File: src/rtl/led_char_scanner_pkg.sv
// Shared definitions for the 4-digit LED character scanner.
// Holds the character-code constants and two helpers: one maps codes with no
// glyph onto space, the other decodes a digit index to an active-low anode
// select.
package led_char_scanner_pkg;

    localparam int CHAR_W     = 4;
    localparam int NUM_DIGITS = 4;

    localparam logic [CHAR_W-1:0] CHAR_DASH  = 4'hA;
    localparam logic [CHAR_W-1:0] CHAR_F     = 4'hB;
    localparam logic [CHAR_W-1:0] CHAR_SPACE = 4'hC;

    // Codes above space (D..F) have no glyph and are shown as blank digits.
    function automatic logic [CHAR_W-1:0] sanitize_char(input logic [CHAR_W-1:0] code);
        logic [CHAR_W-1:0] result;
        if (code > CHAR_SPACE) begin
            result = CHAR_SPACE;
        end else begin
            result = code;
        end
        return result;
    endfunction

    // Active-low one-hot anode select; an[3] is the leftmost digit.
    function automatic logic [NUM_DIGITS-1:0] anode_decode(input logic [1:0] idx);
        logic [NUM_DIGITS-1:0] result;
        case (idx)
            2'd3:    result = 4'b0111;
            2'd2:    result = 4'b1011;
            2'd1:    result = 4'b1101;
            2'd0:    result = 4'b1110;
            default: result = 4'b1111;
        endcase
        return result;
    endfunction

endpackage

File: src/rtl/led_char_scanner_scan_tick_gen.sv
// scan_tick_gen: free-running refresh counter for the digit scan.
// Counts 0..REFRESH_CYCLES-1 and wraps; tc is high while the counter sits at
// its last value, so the edge that wraps the counter is the digit-advance edge.
// Ports:
//   clk   in  system clock
//   reset in  asynchronous active-low reset
//   tc    out terminal-count indication (decoded from the counter register)
module scan_tick_gen #(
    parameter int REFRESH_CYCLES = 50000,
    parameter int CNT_W          = 16
) (
    input  logic clk,
    input  logic reset,
    output logic tc
);

    localparam logic [CNT_W-1:0] LAST_CNT = CNT_W'(REFRESH_CYCLES - 1);
    localparam logic [CNT_W-1:0] ONE_CNT  = CNT_W'(1);

    logic [CNT_W-1:0] cnt_q;
    logic [CNT_W-1:0] cnt_d;

    // Next counter value: wrap to zero at terminal count.
    always_comb begin
        cnt_d = cnt_q;
        if (cnt_q == LAST_CNT) begin
            cnt_d = '0;
        end else begin
            cnt_d = cnt_q + ONE_CNT;
        end
    end

    // Counter register.
    always_ff @(posedge clk or negedge reset) begin
        if (!reset) begin
            cnt_q <= '0;
        end else begin
            cnt_q <= cnt_d;
        end
    end

    assign tc = (cnt_q == LAST_CNT);

endmodule

File: src/rtl/led_char_scanner.sv
// led_char_scanner: time-multiplexed 4-digit display driver.
// Accepts 4-character messages over a valid/ready handshake into a pending
// buffer, swaps them into the active buffer only at a frame boundary (so a
// message is never shown half old, half new) and scans one digit per refresh
// slot, leftmost digit first.
// Ports:
//   clk        in  system clock
//   reset      in  asynchronous active-low reset
//   msg_valid  in  msg_data holds a message to load
//   msg_data   in  4 char codes, [15:12] = leftmost digit
//   msg_ready  out pending buffer empty; load accepted when valid & ready
//   blank      in  1 = all anodes off, scanning continues
//   char       out char code of the selected digit
//   an         out active-low anode select, an[3] = leftmost
//   digit_tick out one-cycle pulse on every digit advance
module led_char_scanner
    import led_char_scanner_pkg::*;
#(
    parameter int REFRESH_CYCLES = 50000,
    parameter int CNT_W          = 16
) (
    input  logic                          clk,
    input  logic                          reset,
    input  logic                          msg_valid,
    input  logic [CHAR_W*NUM_DIGITS-1:0]  msg_data,
    output logic                          msg_ready,
    input  logic                          blank,
    output logic [CHAR_W-1:0]             char,
    output logic [NUM_DIGITS-1:0]         an,
    output logic                          digit_tick
);

    localparam logic [CHAR_W*NUM_DIGITS-1:0] BLANK_MSG = 16'hCCCC;

    logic                         tc;
    logic                         boundary;

    logic [CHAR_W*NUM_DIGITS-1:0] active_q, active_d;
    logic [CHAR_W*NUM_DIGITS-1:0] pending_q, pending_d;
    logic                         ready_q, ready_d;
    logic [1:0]                   idx_q, idx_d;
    logic [CHAR_W-1:0]            char_q, char_d;
    logic [NUM_DIGITS-1:0]        an_q, an_d;
    logic                         tick_q, tick_d;

    scan_tick_gen #(
        .REFRESH_CYCLES (REFRESH_CYCLES),
        .CNT_W          (CNT_W)
    ) u_tick (
        .clk   (clk),
        .reset (reset),
        .tc    (tc)
    );

    // Next-state: digit index, buffer swap/handshake, registered display outputs.
    always_comb begin
        active_d  = active_q;
        pending_d = pending_q;
        ready_d   = ready_q;
        idx_d     = idx_q;
        boundary  = tc && (idx_q == 2'd0);

        if (tc) begin
            idx_d = (idx_q == 2'd0) ? 2'd3 : (idx_q - 2'd1);
        end else begin
            idx_d = idx_q;
        end

        // A full pending buffer blocks new loads, so a swap and an accept can
        // never happen on the same edge.
        if (boundary && !ready_q) begin
            active_d = pending_q;
            ready_d  = 1'b1;
        end else if (msg_valid && ready_q) begin
            pending_d = msg_data;
            ready_d   = 1'b0;
        end else begin
            ready_d = ready_q;
        end

        // Outputs are built from the post-edge index and buffer, so the digit-3
        // char at a boundary already comes from the freshly swapped message.
        char_d = sanitize_char(active_d[{idx_d, 2'b00} +: CHAR_W]);
        if (blank) begin
            an_d = 4'b1111;
        end else begin
            an_d = anode_decode(idx_d);
        end
        tick_d = tc;
    end

    // State and output registers.
    always_ff @(posedge clk or negedge reset) begin
        if (!reset) begin
            active_q  <= BLANK_MSG;
            pending_q <= BLANK_MSG;
            ready_q   <= 1'b1;
            idx_q     <= 2'd3;
            char_q    <= CHAR_SPACE;
            an_q      <= 4'b0111;
            tick_q    <= 1'b0;
        end else begin
            active_q  <= active_d;
            pending_q <= pending_d;
            ready_q   <= ready_d;
            idx_q     <= idx_d;
            char_q    <= char_d;
            an_q      <= an_d;
            tick_q    <= tick_d;
        end
    end

    assign msg_ready  = ready_q;
    assign char       = char_q;
    assign an         = an_q;
    assign digit_tick = tick_q;

endmodule

File: config.mk
export PLATFORM = sky130hd
export DESIGN_NAME = led_char_scanner
export DESIGN_NICKNAME = d
export VERILOG_FILES = /design/src/rtl/led_char_scanner_pkg.sv /design/src/rtl/led_char_scanner_scan_tick_gen.sv /design/src/rtl/led_char_scanner.sv
export SDC_FILE = /design/constraint.sdc
export NUM_CORES = 1
export LEC_CHECK = 0
export ABC_AREA = 1
export ABC_CLOCK_PERIOD_IN_PS = 2250
export BUFFER_PORTS_ARGS = -buffer_cell sky130_fd_sc_hd__buf_2
export CAP_MARGIN = 20
export CORE_MARGIN = 8
export CORE_UTILIZATION = 47
export CTS_CLUSTER_DIAMETER = 100
export DETAILED_ROUTE_END_ITERATION = 16
export PLACE_DENSITY = 0.78
export SETUP_SLACK_MARGIN = 0.1
export SKIP_CTS_REPAIR_TIMING = 1
export SLEW_MARGIN = 30
export SYNTH_ARGS = -nofsm -noshare
export SYNTH_HDL_FRONTEND = slang
export SYNTH_HIERARCHICAL = 1
export SYNTH_SLANG_ARGS = --single-unit
File: constraint.sdc
create_clock -name clk -period 2.25 [get_ports clk]
set_input_delay 0.1125 -clock clk [delete_from_list [all_inputs] [get_ports clk]]
set_output_delay 0.1125 -clock clk [all_outputs]
set_load 0.01 [all_outputs]
==> Word level (Yosys, flattened, before mapping) <==
Index checks and enable logic that the tools add are counted.
{ "op_classes": {"add_sub_neg": 2, "div_mod_pow": 0, "mul": 0, "muxes": 9, "shift": 1, "n_lt_le_gt_ge": 1, "reduce_logical": 8, "bitwise": 1, "eq_ne": 4} }
{ "op_table": {"columns": ["op", "n"], "rows": [
  ["$mux W16", 2],
  ["$add A16 B1 Y16 const B", 1],
  ["$eq A16 B16 Y1 const B", 1],
  ["$pmux W4 S4", 1],
  ["$shiftx A16 B5 Y4", 1],
  ["$mux W4", 2],
  ["$eq A2 B2 Y1 const B", 2],
  ["$gt A4 B4 Y1 const B", 1],
  ["$logic_not A2 Y1", 2],
  ["$mux W2", 2],
  ["$logic_and A1 B1 Y1", 3],
  ["$eq A2 B1 Y1 const B", 1],
  ["$mux W1", 2],
  ["$reduce_and A2 Y1", 1],
  ["$reduce_bool A2 Y1", 1],
  ["$sub A2 B1 Y2 const B", 1],
  ["$logic_not A1 Y1", 1],
  ["$not A1 Y1", 1]
]} }
{ "word_totals": {"ram_bits": 0, "in_bits": 20, "reg_bits": 60, "word_cells": 34, "n_memories": 0, "latchBits": 0, "mem_bits_ro": 0} }

==> Logic depth before layout (Yosys ltp) <==
{ "logic_depth": {"word_depth": 7, "ltp_mapped": 16, "depth_no_buf": 15} }

==> Modules after synthesis <==
The synthesis kept the hierarchy.
{ "by_module_without_submodules": {"columns": ["mod", "area_per_inst_um2", "seq_area_each_um2", "cells_each", "n_inst"], "rows": [
  ["led_char_scanner", 1905.6, 1131.1, 192, 1],
  ["scan_tick_gen", 877.1, 400.4, 121, 1]
]} }

==> Worst setup path after synthesis <==
No wires, ideal clock.
{ "synth_path": {"kind": "register -> register", "startpoint": "register u_tick.cnt_q[0]", "endpoint": "register char_q[0], in the netlist char[0]", "stages_incl_launch_ff": 16, "n_path_buf": 1, "path_slack_ps": 301, "t_arrival_ps": 1826, "cell_sequence": "dfrtp_1 ha_1 nand3_2 nor2_1 nand2_2 inv_2 buf_6 inv_2 nand2_1 nand2_1 nor2_1 nand2_1 nand2_1 inv_1 nand2_1 a21oi_1"} }
{ "synth_between": {"elab_chain_cells": 7, "word_cells_on_any_way": 8} }
{ "synth_lines": {"columns": ["item", "line_no", "source"], "rows": [
  ["start: declaration", "led_char_scanner_scan_tick_gen.sv:20", "logic [CNT_W-1:0] cnt_q;"],
  ["start signal: assignment", "led_char_scanner_scan_tick_gen.sv:38", "cnt_q <= cnt_d;"],
  ["$eq A16 B16 Y1 *", "led_char_scanner_scan_tick_gen.sv:42", "assign tc = (cnt_q == LAST_CNT);"],
  ["net tc", "led_char_scanner.sv:35", "logic tc;"],
  ["$logic_and A1 B1 Y1", "led_char_scanner.sv:61", "boundary = tc && (idx_q == 2'd0);"],
  ["$logic_and A1 B1 Y1", "led_char_scanner.sv:71", "if (boundary && !ready_q) begin"],
  ["$mux W16", "led_char_scanner.sv:71", null],
  ["$shiftx A16 B5 Y4 *", "led_char_scanner.sv:83", "char_d = sanitize_char(active_d[{idx_d, 2'b00} +: CHAR_W]);"],
  ["$gt A4 B4 Y1", "led_char_scanner_pkg.sv:17", "if (code > CHAR_SPACE) begin"],
  ["$mux W4 *", "led_char_scanner_pkg.sv:17", null],
  ["net char_d[0]", "led_char_scanner.sv:42", "logic [CHAR_W-1:0] char_q, char_d;"],
  ["end signal: assignment", "led_char_scanner.sv:107", "char_q <= char_d;"],
  ["end: declaration", "led_char_scanner.sv:42", null]
]} }
Mark *: on every way through the listed nets, which the timed path passes. The rest lies on a longest branch.
A chain may end at the register's enable or synchronous reset.

==> Worst setup path in the final report <==
{ "layout_path": {"startpoint": "register u_tick.cnt_q[0]", "endpoint": "register char_q[1], in the netlist char[1]"} }
The elaborated chain is that of the path after synthesis.

==> results.json <==
{
  "path_class": "reg2reg",
  "grt-ovfl-total": 0,
  "synthCells": 313,
  "p_per_area_mw_per_mm2": 625,
  "cts_buffers": 9,
  "slew_headroom_pct": 51.1,
  "finalMaxSlewViolations": 0,
  "rrSetupSlack_ps": 230,
  "gp_congestion": 0.825,
  "synth_compound_area_share_pct": 2.20,
  "synth_mux_area_share_pct": 4.86,
  "seqCellArea_sq_mm": 0.00153,
  "finalSetupViolations": 0,
  "min_period_over_period_pct": 89.9,
  "n_antenna_cell": 0,
  "hold_viol": 0,
  "die_h_microns": 92.9,
  "synth_enable_flop_cells": 0,
  "synth_seq_cells": 60,
  "root_buffer": "clkbuf_8",
  "synthSimpleGateAreaFrac_pct": 28.1,
  "synth_xor_area_share_pct": 1.57,
  "htreeDepth": 3,
  "cap_viol_max_count": 0,
  "vias": 2179,
  "cpMostUsedCell": "nand2_1",
  "cts_tree": "built",
  "p_leak_nw": 1.73,
  "path_cells": "ha_2, nand3_2, nor2_1, nand2_2, inv_8, nand2_4, nor2_8, buf_4, nand2_1, nand2_1, nand2_1, nand2_1, nor2_4, a21oi_1",
  "start_util_pct": 47.8,
  "grt_max_degree": 61,
  "dr.pass1.iters": 4,
  "synth_top_area_share_pct": 32.4,
  "die_x_microns": 92.9,
  "drc_errors": 0,
  "clock_latency_ps": 340,
  "reg2reg_to": "char[1]",
  "ir_worst_vdd_uv": 436,
  "drtIter0Drc": 149,
  "r2r_cells": 14,
  "crit_path_max_fanout": 9,
  "yosys-top-cells-area": "dfrtp_1, dfstp_2, nand2_1, inv_1, mux2_2",
  "ctsLongestPathBuffers": 2,
  "cp-start-kind": "flop",
  "die_area_sq_mm": 0.00864,
  "ys_seq_area_share_pct": 55.0,
  "wl_per_cell_microns": 13.3,
  "viasPerCell": 4.86,
  "core_sq_mm": 0.00582,
  "drtAntennaViolNets": 0,
  "timing.rr.start": "u_tick/cnt_q[0]",
  "clk_pin_slew_worst_paths_ps": 70,
  "synth_top_family_by_area": "simple AND/OR/NAND/NOR gates",
  "hp-class": "in2reg",
  "fin_nets": 390,
  "fillers": 516,
  "crit_slowest_cell": "dfrtp_1",
  "period_needed_ps": 2020,
  "tns_ps": 0,
  "cp-end-kind": "flop",
  "status": "finished clean",
  "antenna_found_initial": 0,
  "min_from": "msg_data[10]",
  "grt_usage_pct": 14.0,
  "hpwl_microns": 3780,
  "area_growth_pct": 20.5,
  "required_ps": 2510,
  "max_freq_ghz": 0.494,
  "async_flop_share_pct": 100,
  "hold_end": "pending_q[10]",
  "syn-num-nets": 335,
  "multi_input_area_sq_mm": 0.00109,
  "synth.distinct_cells": 27,
  "holdPathStages": 3,
  "rows": 28,
  "grt_pass1_vias": 2098,
  "slowest_delay_ps": 390,
  "grt_pass1_wl_microns": 9560,
  "worstPathArrival_ps": 2280,
  "syn-cell-area_sq_mm": 0.00278,
  "drt-total-wl_microns": 5960,
  "fin_skew_ps": 9.34,
  "worstMarginPinSlew_ps": 734,
  "drive_gt1_share_pct": 33.2,
  "rsz0062_at_grt": "no",
  "port_buffers": 29,
  "ys.flop_type": "dfrtp_1",
  "yosysTopAreaCell": "dfrtp_1",
  "avgSynthCellArea_sq_um": 8.89,
  "final_util_pct": 57.7,
  "synthAdderAreaFrac_pct": 0.899,
  "cts_sinks": 60,
  "pin_count": 30,
  "synth_warnings": 6
}
==> sequential cells by signal, summed over array words and instances, names as in the netlist <==
| signal | flops |
|---|---|
| idx_q | 2 |
| active_q | 16 |
| an | 4 |
| pending_q | 16 |
| u_tick/cnt_q | 16 |
| char | 4 |
| digit_tick | 1 |
| msg_ready | 1 |
==> how the worst max path moves through the flow <==
stage / from / endpoint / slack (ps)
floorplan: u_tick/cnt_q[0] / char[0] / 300
global placement: u_tick/cnt_q[0] / char[1] / 180
detailed placement: u_tick/cnt_q[0] / char[1] / 130
CTS: u_tick/cnt_q[0] / char[1] / 110
global route: u_tick/cnt_q[0] / char[1] / 80
finish: u_tick/cnt_q[0] / char[1] / 230
==> synth_stat cells, types with 3 or more instances <==
master / count
a21oi_1: 7
dfrtp_1: 36
dfstp_2: 24
inv_1: 38
inv_2: 3
mux2_2: 12
nand2_1: 110
nand2_2: 13
nand3_1: 6
nand4_1: 3
nor2_1: 32
nor2_2: 4
xor2_1: 5
==> through the flow <==
step | area, sq um | cells | hold slack [ps] | total power, mW | setup slack [ps]
6_report | 3350 | 448 | 5.79 | 2.10 | 227
2_1_floorplan | 2780 | 313 | -183 | 1.19 | 301
5_1_grt | 3350 | 448 | 0.500 | 2.19 | 82.1
3_5_place_dp | 2990 | 415 | 293 | 1.24 | 126
3_3_place_gp | 2990 | 415 | 279 | 1.23 | 178
4_1_cts | 3170 | 431 | -55.8 | 2.12 | 114
==> final cells by class <==
type / instances / share of cell area (%)
Timing Repair Buffer: 48 / 8.95
Tap cell: 75 / 2.80
Inverter: 41 / 4.81
Clock inverter: 4 / 0.746
Clock buffer: 12 / 4.63
Multi-Input combinational cell: 208 / 32.4
Sequential cell: 60 / 45.7
==> cells by family (layout without fill, tap and decap cells) <==
family	count (synthesis)	in the layout
AND/OR/NAND/NOR	176	177
multiplexers	12	12
flip-flops	60	60
AO/OA/AOI/OAI	12	12
adder cells (fa/ha/maj)	2	2
XOR/XNOR	5	5
buffers and inverters	46	105
==> where the power goes <==
group          switching, mW  leakage, nW  total, mW  internal, mW
registers             0.0171        0.720       1.14          1.13
logic                 0.0414        0.925     0.0818        0.0404
clock network          0.415       0.0884      0.871         0.456
==> placed cells by master, fill, tap and decap left out, types with 2 or more instances in the layout <==
cell,n
nor3_1,2
inv_2,2
buf_4,13
nand3_2,2
clkinvlp_4,2
buf_2,29
o21ai_0,2
nand2_1,109
a21oi_1,7
dlygate4sd3_1,5
inv_1,38
nand4_1,3
nor2_1,31
nand2_2,14
xor2_1,5
dfrtp_1,36
clkbuf_8,11
clkinv_2,2
mux2_2,12
nand3_1,6
dfstp_2,24
nor2_4,4
==> layer usage <==
metal / vias to the layer above / GRT usage [%] / part of all wire (%)
li1: 1069 / - / -
met1: 1036 / 17.4 / 44
met2: 65 / 21.5 / 49
met3: 9 / 3.88 / 5.7
met4: 0 / 7.65 / 1.9
met5: - / 0 / 0
==> worst max-delay path: cells and delay by family, from the launching register on <==
kind            cells  cell delay (ps)
buf+inv             2              250
flops               1              390
fa+ha+maj           1              220
simple gates       10              940
compound gates      1              140
(Power assumes the default switching activity.)
